===== config.mk =====
export PLATFORM = sky130hd
export DESIGN_NAME = stream_demux1_2
export DESIGN_NICKNAME = d
export VERILOG_FILES = /design/src/rtl/stream_demux1_2.sv
export SDC_FILE = /design/constraint.sdc
export NUM_CORES = 1
export LEC_CHECK = 0
export ABC_AREA = 0
export CORE_MARGIN = 3
export CORE_UTILIZATION = 54
export CTS_BUF_LIST = sky130_fd_sc_hd__clkbuf_4 sky130_fd_sc_hd__clkbuf_8
export DETAILED_ROUTE_END_ITERATION = 12
export GPL_TIMING_DRIVEN = 0
export HOLD_SLACK_MARGIN = 0.03
export PLACE_DENSITY = 0.82
export SYNTH_ARGS = -nofsm -noshare
export SYNTH_HDL_FRONTEND = slang
export SYNTH_SLANG_ARGS = --single-unit

===== constraint.sdc =====
create_clock -name sys_clk -period 2.5 [get_ports sys_clk]
set_clock_uncertainty 0.2 [all_clocks]
set_input_delay 0.5 -clock sys_clk [delete_from_list [all_inputs] [get_ports sys_clk]]
set_output_delay 0.5 -clock sys_clk [all_outputs]
set_load 0.005 [all_outputs]

===== src/rtl/stream_demux1_2.sv =====
//==============================================================================
// Module   : stream_demux1_2
// Purpose  : 1-to-2 valid/ready stream demultiplexer. Each accepted input beat
//            is routed by 'sel' (0 -> channel 1, 1 -> channel 2) into that
//            channel's own 2-entry FIFO. The two channels are fully
//            independent, so a stalled sink on one channel never blocks
//            traffic selected to the other channel.
//
// Ports    : sys_clk     in   clock, rising-edge active
//            sys_rst_n   in   asynchronous active-low reset
//            in_data     in   [DATA_W] input payload
//            in_valid    in   input payload valid
//            in_ready    out  input accepted this cycle (registered state + sel)
//            sel         in   route select, sampled with the input transfer
//            out1_data   out  [DATA_W] channel 1 FIFO head
//            out1_valid  out  channel 1 FIFO not empty
//            out1_ready  in   channel 1 sink ready
//            out2_data   out  [DATA_W] channel 2 FIFO head
//            out2_valid  out  channel 2 FIFO not empty
//            out2_ready  in   channel 2 sink ready
//            cnt1, cnt2  out  [16] completed output transfers per channel
//                             (only when DEMUX_CNT_EN is defined)
//
// Options  : DEMUX_CNT_EN - adds the wrapping 16-bit per-channel transfer
//                           counters and their output ports.
//
// Revision : 1.0 - initial release
//==============================================================================
`default_nettype none

module stream_demux1_2 #(
    parameter int DATA_W = 8
) (
    input  logic              sys_clk,
    input  logic              sys_rst_n,
    input  logic [DATA_W-1:0] in_data,
    input  logic              in_valid,
    output logic              in_ready,
    input  logic              sel,
    output logic [DATA_W-1:0] out1_data,
    output logic              out1_valid,
    input  logic              out1_ready,
    output logic [DATA_W-1:0] out2_data,
    output logic              out2_valid,
    input  logic              out2_ready
`ifdef DEMUX_CNT_EN
    ,
    output logic [15:0]       cnt1,
    output logic [15:0]       cnt2
`endif
);

    // Channel occupancy states; the encoding equals the entry count.
    typedef enum logic [1:0] {
        ST_EMPTY = 2'd0,
        ST_ONE   = 2'd1,
        ST_TWO   = 2'd2
    } state_t;

    localparam int c_NCH = 2;

    // Per-channel views (index 0 = channel 1, index 1 = channel 2)
    logic [c_NCH-1:0]  w_sel_ch;   // one-hot decode of sel
    logic [c_NCH-1:0]  w_sink_rdy; // sink ready per channel
    logic [c_NCH-1:0]  w_full;     // channel holds two entries
    logic [c_NCH-1:0]  w_valid;    // channel holds at least one entry
    logic [c_NCH-1:0]  w_push;     // input beat written into channel
    logic [c_NCH-1:0]  w_pop;      // head beat taken by channel sink
    logic [DATA_W-1:0] w_head [c_NCH];

    assign w_sel_ch   = {sel, ~sel};
    assign w_sink_rdy = {out2_ready, out1_ready};

    // Readiness depends only on the selected channel's registered fullness,
    // never on the sinks' ready inputs. A full channel that is being drained
    // this cycle still refuses input; that keeps in_ready free of any
    // combinational path from out<n>_ready.
    assign in_ready = sel ? ~w_full[1] : ~w_full[0];

    generate
        for (genvar gi = 0; gi < c_NCH; gi++) begin : g_ch
            state_t            r_state;
            state_t            w_state_nxt;
            logic [DATA_W-1:0] r_head;  // entry presented to the sink
            logic [DATA_W-1:0] r_tail;  // second entry, valid only in ST_TWO

            assign w_full[gi]  = (r_state == ST_TWO);
            assign w_valid[gi] = (r_state != ST_EMPTY);
            assign w_head[gi]  = r_head;
            assign w_push[gi]  = in_valid & in_ready & w_sel_ch[gi];
            assign w_pop[gi]   = w_valid[gi] & w_sink_rdy[gi];

            // Next-state logic
            always_comb begin
                w_state_nxt = r_state;
                case (r_state)
                    ST_EMPTY: begin
                        if (w_push[gi]) begin
                            w_state_nxt = ST_ONE;
                        end
                    end
                    ST_ONE: begin
                        if (w_push[gi] && !w_pop[gi]) begin
                            w_state_nxt = ST_TWO;
                        end else if (w_pop[gi] && !w_push[gi]) begin
                            w_state_nxt = ST_EMPTY;
                        end
                    end
                    ST_TWO: begin
                        // A push cannot happen here because in_ready is low
                        // whenever this channel is both full and selected.
                        if (w_pop[gi]) begin
                            w_state_nxt = ST_ONE;
                        end
                    end
                    default: begin
                        w_state_nxt = ST_EMPTY;
                    end
                endcase
            end

            // State register
            always_ff @(posedge sys_clk or negedge sys_rst_n) begin
                if (!sys_rst_n) begin
                    r_state <= ST_EMPTY;
                end else begin
                    r_state <= w_state_nxt;
                end
            end

            // Storage. The head only changes when it is empty or being
            // popped, so a presented beat stays stable until it is taken.
            always_ff @(posedge sys_clk or negedge sys_rst_n) begin
                if (!sys_rst_n) begin
                    r_head <= '0;
                    r_tail <= '0;
                end else begin
                    case (r_state)
                        ST_EMPTY: begin
                            if (w_push[gi]) begin
                                r_head <= in_data;
                            end
                        end
                        ST_ONE: begin
                            if (w_push[gi]) begin
                                if (w_pop[gi]) begin
                                    // Head leaves and is replaced in the same cycle
                                    r_head <= in_data;
                                end else begin
                                    r_tail <= in_data;
                                end
                            end
                        end
                        ST_TWO: begin
                            if (w_pop[gi]) begin
                                r_head <= r_tail;
                            end
                        end
                        default: begin
                            r_head <= r_head;
                        end
                    endcase
                end
            end
        end
    endgenerate

    assign out1_data  = w_head[0];
    assign out1_valid = w_valid[0];
    assign out2_data  = w_head[1];
    assign out2_valid = w_valid[1];

`ifdef DEMUX_CNT_EN
    // Completed output transfers per channel; 16-bit natural wrap.
    logic [15:0] r_cnt [c_NCH];

    generate
        for (genvar gc = 0; gc < c_NCH; gc++) begin : g_cnt
            always_ff @(posedge sys_clk or negedge sys_rst_n) begin
                if (!sys_rst_n) begin
                    r_cnt[gc] <= 16'd0;
                end else if (w_pop[gc]) begin
                    r_cnt[gc] <= r_cnt[gc] + 16'd1;
                end
            end
        end
    endgenerate

    assign cnt1 = r_cnt[0];
    assign cnt2 = r_cnt[1];
`endif

endmodule

`default_nettype wire

Word level (Yosys, flattened, before mapping)
Index checks and enable logic that the tools add are counted.
{ "totals": {"output_inout_bits": 19, "ff_bits": 36, "word_cells": 71} }
{ "op_classes": {"n_mux": 21, "reduce_logical": 20, "eq_ne": 14, "bitwise_logic": 10} }
{ "ops": {"columns": ["op", "count"], "rows": [
  ["2-to-1 mux 8 bit", 8],
  ["case mux 8 bit (3 select lines)", 2],
  ["2-to-1 mux 2 bit", 8],
  ["!= test 2 bit, second input constant", 6],
  ["case mux 2 bit (3 select lines)", 2],
  ["AND reduction 3 bit", 4],
  ["AND reduction 5 bit", 2],
  ["!= test 3 bit, second input constant", 2],
  ["nonzero test 3 bit", 2],
  ["bitwise AND 1 bit", 5],
  ["inverter 1 bit", 5],
  ["== test 2 x 1 -> 1 bit, second input constant", 2],
  ["== test 2 bit, second input constant", 2],
  ["logical AND 1 bit", 4],
  ["zero test 1 bit", 4],
  ["zero test 2 bit", 2],
  ["!= test 2 x 1 -> 1 bit, second input constant", 2],
  ["nonzero test 2 bit", 2],
  ["2-to-1 mux 1 bit", 1]
]} }

Depth between registers and ports, before layout
Gate-level depths: netlist (run 1).
{ "logic_depth": {"word_depth": 10, "mapped_depth": 9} }

Worst setup path after synthesis (run 1)
OpenSTA, ideal clock, no wires.
{ "synth_path": {"path_kind": "flip-flop to flip-flop", "startpoint": "register g_ch[1].r_state[0]", "endpoint": "register g_ch[1].r_tail[0]", "required_ps": 2175, "path_slack_ps": 471, "stages_incl_launch_ff": 9, "arrival_ps": 1704, "setup_time_ps": 125, "period_less_slack_ps": 2029, "n_path_buf": 2, "path_cell_list": "dfrtp_1 > inv_1 > ha_1 > buf_6 > buf_2 > nor2_1 > ha_1 > nand2_1 > mux2_2"} }
{ "synth_between": {"elab_chain_cells": 6} }
{ "synth_rtl": {"columns": ["item", "line_no", "source"], "rows": [
  ["start, declared", "82", "state_t r_state;"],
  ["start signal, assigned", "127", "r_state <= w_state_nxt;"],
  ["== test 2 bit", "87", "assign w_full[gi] = (r_state == ST_TWO);"],
  ["inverter 1 bit", "78", "assign in_ready = sel ? ~w_full[1] : ~w_full[0];"],
  ["2-to-1 mux 1 bit", "78", null],
  ["bitwise AND 1 bit (2 in a row)", "90", "assign w_push[gi] = in_valid & in_ready & w_sel_ch[gi];"],
  ["AND reduction 3 bit (no line) (*)", null, null],
  ["end signal, assigned", "150", "r_tail <= in_data;"],
  ["end, declared", "85", "logic [DATA_W-1:0] r_tail;"]
]} }
Mark *: on every way between the ends. The rest lies on a longest branch, timed or not.
A chain may end at the register's enable or synchronous reset.

Worst setup path after layout (run 1)
{ "layout_path": {"startpoint": "register g_ch[0].r_state[1]", "endpoint": "output out1_valid"} }
{ "layout_between": {"elab_chain_cells": 1} }
{ "layout_rtl": {"columns": ["item", "line_no", "source"], "rows": [
  ["start, declared", "82", null],
  ["start signal, assigned", "127", null],
  ["nonzero test 2 bit", "88", "assign w_valid[gi] = (r_state != ST_EMPTY);"],
  ["end, declared", "41", "output logic out1_valid,"]
]} }
Every way passes these cells.

==> summary.json, run 1 <==
{
  "timing.critical_path.to_type": "output pin",
  "utilization_pct": 72.1,
  "timing.final.max_slew_violations": 0,
  "net_count_reported_at_finish": 198,
  "slowest_stage": "clkdlybuf4s50_1",
  "post_synth_xor_area_fraction_pct": 0,
  "syn_to_final_growth_pct": 24.7,
  "irDropWorstVdd_uv": 764,
  "grt_use_total_pct": 20.0,
  "layout_commonest_cell": "dfrtp_1",
  "route.vias.total": 1209,
  "top_layer": "met4",
  "htree_num_levels": 2,
  "timing.critical_path.slowest_cell_delay_ns": 0.44,
  "root_buffer": "clkbuf_4",
  "start_util_pct": 57.8,
  "hpwlAfterDp_um": 2640,
  "routabilityCongestion": 0.786,
  "post_route_cells_drive_above_1_share_pct": 32.2,
  "synth_compound_area_share_pct": 8.58,
  "boundaryPins": 33,
  "yosys_register_bits": 36,
  "cp_max_fo": 5,
  "totalWireLength_um": 3550,
  "cellLeakagePower_uw": 0.000961,
  "insertion_delay_ns": 0.33,
  "period_needed_ns": 2.35,
  "path_delay_family": "buffers and inverters",
  "post_synth_instance_area_um2": 1810,
  "finalPower_uw": 2580,
  "max_slew_margin_pct": 47.7,
  "area_share_of_and_or_nand_nor_cells_after_synthesis_pct": 8.51,
  "synth.yosys.warnings": 0,
  "grt_antenna_before_repair": 0,
  "dominant_combinational_cell_family_by_area_after_synthesis": "multiplexers",
  "synthTopCellsByArea": "dfrtp_1, mux2_2, mux2_4",
  "detailed_place.area_um2": 2180,
  "rsz0062_at_grt": "no",
  "placementRows": 20,
  "timing.critical_path.buf_inv": 2,
  "post_synth_inst_count": 139,
  "cts_tree": "done",
  "netlist.area_leader.share_pct": 49.8,
  "grt_pass1_wl_um": 6220,
  "yosys.area.top_type": "dfrtp_1",
  "clock_sink_count": 36,
  "ctsLongestPathBuffers": 2,
  "layout_worst_path_cycle_share_pct": 94.0,
  "hold_path.class": "input pin to async pin",
  "met3RoutedLength_um": 145,
  "ant_nets": 0,
  "num_cts_buffers": 5,
  "pin_count_of_the_biggest_net_entering_global_routing": 37,
  "post_synth_fa_ha_maj_area_fraction_pct": 3.46,
  "grt_overflow": 0,
  "path_cells": "buf_4 > or2_2 > clkdlybuf4s50_1",
  "synth.mux.area_fraction_pct": 26.6,
  "arrival_ns": 1.65,
  "final_hold_viol_count": 0,
  "status": "completed",
  "clk_pin_slew_worst_paths_ns": 0.11,
  "wl_met1_um": 1490,
  "num_antenna_cells": 0,
  "first_global_vias": 1288,
  "setup_crit_path_kind": "flop to output pin",
  "cap_violations": 0,
  "floorplan.die.height_um": 63.9,
  "route.met2.wl_um": 1900,
  "drt_pre_antenna_iters": 4,
  "drt-initial-drc-count": 71,
  "detail_route.drc_violations": 0,
  "syn_avg_cell_area_um2": 13.0,
  "finalSetupTns_ns": 0,
  "ys_seq_area_share_pct": 49.8,
  "dieArea_um2": 4080,
  "worstPathRequired_ns": 1.80,
  "max_freq_ghz": 0.426,
  "p_per_area_nw_per_um2": 1140,
  "worst-slew-pin-transition_ns": 0.784,
  "final_cell_mix": "dfrtp_1, clkdlybuf4s50_1, mux2_2",
  "floorplan.die.width_um": 63.9,
  "worstSetupStartpointType": "flop",
  "number_of_vias_per_cell_after_detailed_routing": 5.40,
  "timing.final.setup_violations": 0,
  "synth.distinct_cells": 29,
  "core_area_um2": 3130,
  "cts.hold.buffers_added": 0,
  "port_buffers": 32,
  "final_cell_area_um2": 2250,
  "avgRoutedWirePerCell_um": 15.8,
  "postSynthNetCount": 158
}
==> layout make-up <==
| cell class | count | area [um^2] |
|---|---|---|
| Clock buffer | 8 | 66.3 |
| Timing Repair Buffer | 34 | 329 |
| Multi-Input combinational cell | 94 | 852 |
| Buffer | 4 | 35.0 |
| Sequential cell | 36 | 902 |
| Fill cell | 240 | 873 |
| Tap cell | 44 | 55.1 |
| Inverter | 4 | 15.0 |
==> registers in the layout (all words and copies together), names as in the netlist <==
signal and flops:
g_ch.r_state 4, out1_data 8, g_ch.r_tail 16, out2_data 8
==> worst reg2reg max path, delay by kind of cell, from the launching register on <==
family                     cells  cell delay, ns
muxes                          1            0.39
and+or+nand+nor                3            0.67
buffers and inverters          1            0.24
adders and majority gates      1            0.18
DFF                            1            0.45
==> repair_timing <==
item,4_1_cts,5_1_grt
endpoints found under the setup margin,1,0
resized for setup,2,0
buffers inserted,2,0
==> final timing paths <==
path,start,slack [ns],depth (start not counted),to
worst max-delay path,g_ch[0].r_state[1]$_DFFE_PN0P_,0.15,3,out1_valid
worst min-delay path,sys_rst_n,0.03,1,g_ch[1].r_state[1]$_DFFE_PN0P_
worst max register to register,g_ch[0].r_state[0]$_DFFE_PN0P_,0.25,6,g_ch[0].r_tail[4]$_DFFE_PN0P_
worst min register to register,g_ch[1].r_tail[4]$_DFFE_PN0P_,0.31,1,g_ch[1].r_tail[4]$_DFFE_PN0P_
max in group asynchronous,sys_rst_n,1.54,1,g_ch[0].r_state[1]$_DFFE_PN0P_
min in group sys_clk,g_ch[1].r_tail[4]$_DFFE_PN0P_,0.31,1,g_ch[1].r_tail[4]$_DFFE_PN0P_
==> per-stage QoR <==
stage | cells | hold slack (ns) | setup WS, ns
6_report | 224 | 0.0294 | 0.151
5_1_grt | 224 | 0.0723 | 0.0805
4_1_cts | 224 | 0.0384 | 0.129
3_5_place_dp | 215 | 0.290 | -0.108
3_3_place_gp | 215 | 0.281 | -0.0720
2_1_floorplan | 139 | 0.00441 | 0.471
==> cell usage after synthesis <==
master     instances
dfrtp_1           36
mux2_2            24
nor2_1            12
a21oi_1            9
mux2i_1            9
mux2_4             8
ha_1               5
nand2_1            4
a21oi_2            3
inv_1              3
buf_2              2
buf_6              2
nand2b_1           2
nand3_1            2
nand3b_1           2
nor2b_1            2
o21ai_0            2
a221oi_1           1
a222oi_1           1
and3_4             1
buf_4              1
inv_2              1
nand2b_4           1
nand4_1            1
nor2_2             1
o22ai_1            1
o2bb2ai_4          1
o31ai_4            1
or2_2              1
==> metal layers <==
metal  global-route usage (%)  vias up
met5                        0        -
met4                     6.47        0
met3                     5.62        4
met2                     34.5       33
met1                     23.9      600
li1                         -      572
==> cell families after synthesis <==
family,count (synthesis)
DFF,36
adders and majority gates,5
and+or+nand+nor,29
AOI/OAI and AO/OA,19
buffers and inverters,9
muxes,41
==> report_power, final <==
part	internal, uW	switching (uW)
clock	161	183
sequential	860	151
combinational	753	468
total	1770	802
Power figures use the tool's default switching activity.
==> inputs of run 2 (changes only) <==
- CAP_MARGIN: unset -> 20
==> results of run 2 <==
Same layout as run 1: the final DEF is identical, and so are final timing and power.
==> inputs of run 3 (changes only) <==
--- a/constraint.sdc
+++ b/constraint.sdc
@@ -4,2 +4,2 @@
 set_output_delay 0.5 -clock sys_clk [all_outputs]
-set_load 0.005 [all_outputs]
+set_load 0.1 [all_outputs]
==> run 3 against run 2 <==
Fmax is 2.7% lower. Cell count unchanged. Design area is 1.5% higher. Core utilization rose by 1.1 points. Register-to-register slack lost 0.10 ns.
==> summary.json, run 3 (synthesized netlist as in run 1, its figures left out) <==
{
  "port_buffers": {"value": 32, "change": "unchanged"},
  "final_hold_viol_count": {"value": 0, "change": "unchanged"},
  "critical_path.reg2reg.endpoint": "g_ch[0].r_tail[1]$_DFFE_PN0P_",
  "layout_worst_path_cycle_share": {"value": 96.6, "unit": "%", "change": "+2.6 points"},
  "setup_crit_path_kind": "flop to output pin",
  "hpwlAfterDp": {"value": 2660, "unit": "um", "change": "+0.72%"},
  "largest_register_ffs": {"value": 16, "change": "unchanged"},
  "hold_path.class": "input pin to async pin",
  "finalSetupTns": {"value": 0, "unit": "ns", "change": "unchanged"},
  "insertion_delay": {"value": 0.34, "unit": "ns", "change": "about the same"},
  "r2r-start": "g_ch[0].r_state[1]$_DFFE_PN0P_",
  "num_antenna_cells": {"value": 0, "change": "unchanged"},
  "final_cell_mix": "dfrtp_1, mux2_2, dlygate4sd2_1",
  "worstSetupStartpointType": "flop",
  "htree_num_levels": {"value": 2, "change": "unchanged"},
  "post_route_cells_drive_above_1_share": {"value": 33.9, "unit": "%", "change": "+1.7 points"},
  "num_cts_buffers": {"value": 5, "change": "unchanged"},
  "routabilityCongestion": {"value": 0.731, "change": "-7.0%"},
  "period_needed": {"value": 2.41, "unit": "ns", "change": "+0.0653 ns"},
  "grt_antenna_before_repair": {"value": 0, "change": "unchanged"},
  "totalWireLength": {"value": 3640, "unit": "um", "change": "+2.4%"},
  "cp_max_fo": {"value": 6, "change": "+1"},
  "timing.critical_path.slowest_cell_delay": {"value": 0.55, "unit": "ns", "change": "+0.11 ns"},
  "drt-initial-drc-count": {"value": 63, "change": "-11%"},
  "first_global_vias": {"value": 1281, "change": "-0.54%"},
  "timing.critical_path.buf_inv": {"value": 3, "change": "+1"},
  "cap_violations": {"value": 0, "change": "unchanged"},
  "worstPathRequired": {"value": 1.80, "unit": "ns", "change": "about the same"},
  "path_delay_family": "buffers and inverters",
  "fillers": {"value": 242, "change": "+0.83%"},
  "final_critical_path_setup_slack": {"value": 0.0858, "unit": "ns", "change": "-0.0653 ns"},
  "worstSetupStartpoint": "g_ch[1].r_state[0]$_DFFE_PN0P_",
  "timing.critical_path.to_type": "output pin",
  "top_register": "g_ch.r_tail",
  "root_buffer": "clkbuf_4",
  "timing.final.max_slew_violations": {"value": 0, "change": "unchanged"},
  "timing.final.setup_violations": {"value": 0, "change": "unchanged"},
  "route.vias.total": {"value": 1215, "change": "+0.50%"},
  "boundaryPins": {"value": 33, "change": "unchanged"},
  "placementRows": {"value": 20, "change": "unchanged"},
  "grt_overflow": {"value": 0, "change": "unchanged"},
  "clk_pin_slew_worst_paths": {"value": 0.11, "unit": "ns", "change": "about the same"},
  "number_of_vias_per_cell_after_detailed_routing": {"value": 5.42, "change": "+0.50%"},
  "path_depth": {"value": 4, "change": "+1"},
  "ant_nets": {"value": 0, "change": "unchanged"},
  "dieArea": {"value": 4080, "unit": "um^2", "change": "unchanged"},
  "max_freq": {"value": 0.414, "unit": "GHz", "change": "-2.7%"},
  "floorplan.die.width": {"value": 63.9, "unit": "um", "change": "unchanged"},
  "detail_route.drc_violations": {"value": 0, "change": "unchanged"},
  "setup.reg_to_reg.worst_slack": {"value": 0.15, "unit": "ns", "change": "-0.10 ns"},
  "path_cells": "inv_1 > ha_1 > inv_2 > clkdlybuf4s15_2",
  "pin_count_of_the_biggest_net_entering_global_routing": {"value": 37, "change": "unchanged"},
  "avgRoutedWirePerCell": {"value": 16.2, "unit": "um", "change": "+2.4%"},
  "clock_sink_count": {"value": 36, "change": "unchanged"},
  "status": "completed",
  "worst_hold_slack": {"value": 0.0263, "unit": "ns", "change": "-0.00306 ns"},
  "core_area": {"value": 3130, "unit": "um^2", "change": "unchanged"},
  "layout_commonest_cell": "dfrtp_1",
  "slowest_stage": "clkdlybuf4s15_2",
  "ctsLongestPathBuffers": {"value": 2, "change": "unchanged"},
  "worst-slew-pin-transition": {"value": 0.964, "unit": "ns", "change": "+0.180 ns"},
  "worst_setup_slack_before_clock_tree_synthesis": {"value": -0.775, "unit": "ns", "change": "-0.668 ns"},
  "syn_to_final_growth_pct": 26.6,
  "net_count_reported_at_finish": {"value": 198, "change": "unchanged"},
  "grt_pass1_wl": {"value": 6180, "unit": "um", "change": "-0.55%"},
  "rr_worst_depth": {"value": 6, "change": "unchanged"},
  "arrival": {"value": 1.71, "unit": "ns", "change": "+0.06 ns"},
  "worstSetupEndpoint": "out2_valid",
  "grt_use_total": {"value": 20.0, "unit": "%", "change": "-0.023 points"},
  "max_slew_margin": {"value": 36.0, "unit": "%", "change": "-12 points"},
  "drt_pre_antenna_iters": {"value": 4, "change": "unchanged"},
  "utilization": {"value": 73.2, "unit": "%", "change": "+1.1 points"},
  "cts_tree": "done",
  "floorplan.die.height": {"value": 63.9, "unit": "um", "change": "unchanged"},
  "start_util": {"value": 57.8, "unit": "%", "change": "unchanged"}
}
run 3: worst min-delay path by stage:
stage                     depth (start not counted)                           from                        endpoint
after global routing                              1                      sys_rst_n   g_ch[0].r_tail[1]$_DFFE_PN0P_
after global placement                            1  g_ch[1].r_tail[7]$_DFFE_PN0P_   g_ch[1].r_tail[7]$_DFFE_PN0P_
after detailed placement                          1  g_ch[1].r_tail[5]$_DFFE_PN0P_   g_ch[1].r_tail[5]$_DFFE_PN0P_
after CTS                                         1                      sys_rst_n   g_ch[1].r_tail[3]$_DFFE_PN0P_
final                                             1                      sys_rst_n  g_ch[0].r_state[1]$_DFFE_PN0P_
after floorplan                                   0                      sys_rst_n  g_ch[0].r_state[0]$_DFFE_PN0P_
run 3: stage by stage:
step           instance area, um^2  instances
6_report                      2290        224
3_3_place_gp                  2200        215
2_1_floorplan                 1820        139
5_1_grt                       2290        224
4_1_cts                       2270        223
3_5_place_dp                  2190        215
run 3: final cells by class:
class,instances,area (um^2),share of cell area [%]
sequential,36,901,39.4
clock buffer,7,65.1,2.84
buffer,4,35.0,1.53
inverter,4,15.0,0.656
clock inverter,1,30.0,1.31
multi-input combinational,94,865,37.8
tap,44,55.1,2.41
timing repair buffer,34,323,14.1
run 3: metal layers:
layer  wire length, um  GRT usage, %
met1              1500          23.8
met2              1910          34.6
met3               154          4.39
met4                65          8.09
met5                 0             0
run 3: timing repair:
action	CTS	global route
gates cloned	0	0
hold buffers	0	0
endpoints found under the hold margin	0	0
setup endpoints to repair	19	2
buffers inserted	0	2
pin swaps	0	0
gates resized for setup	29	2
Power of run 3 is not shown: default switching activity piles up to over one toggle a cycle in this logic, so the estimate is an artifact.
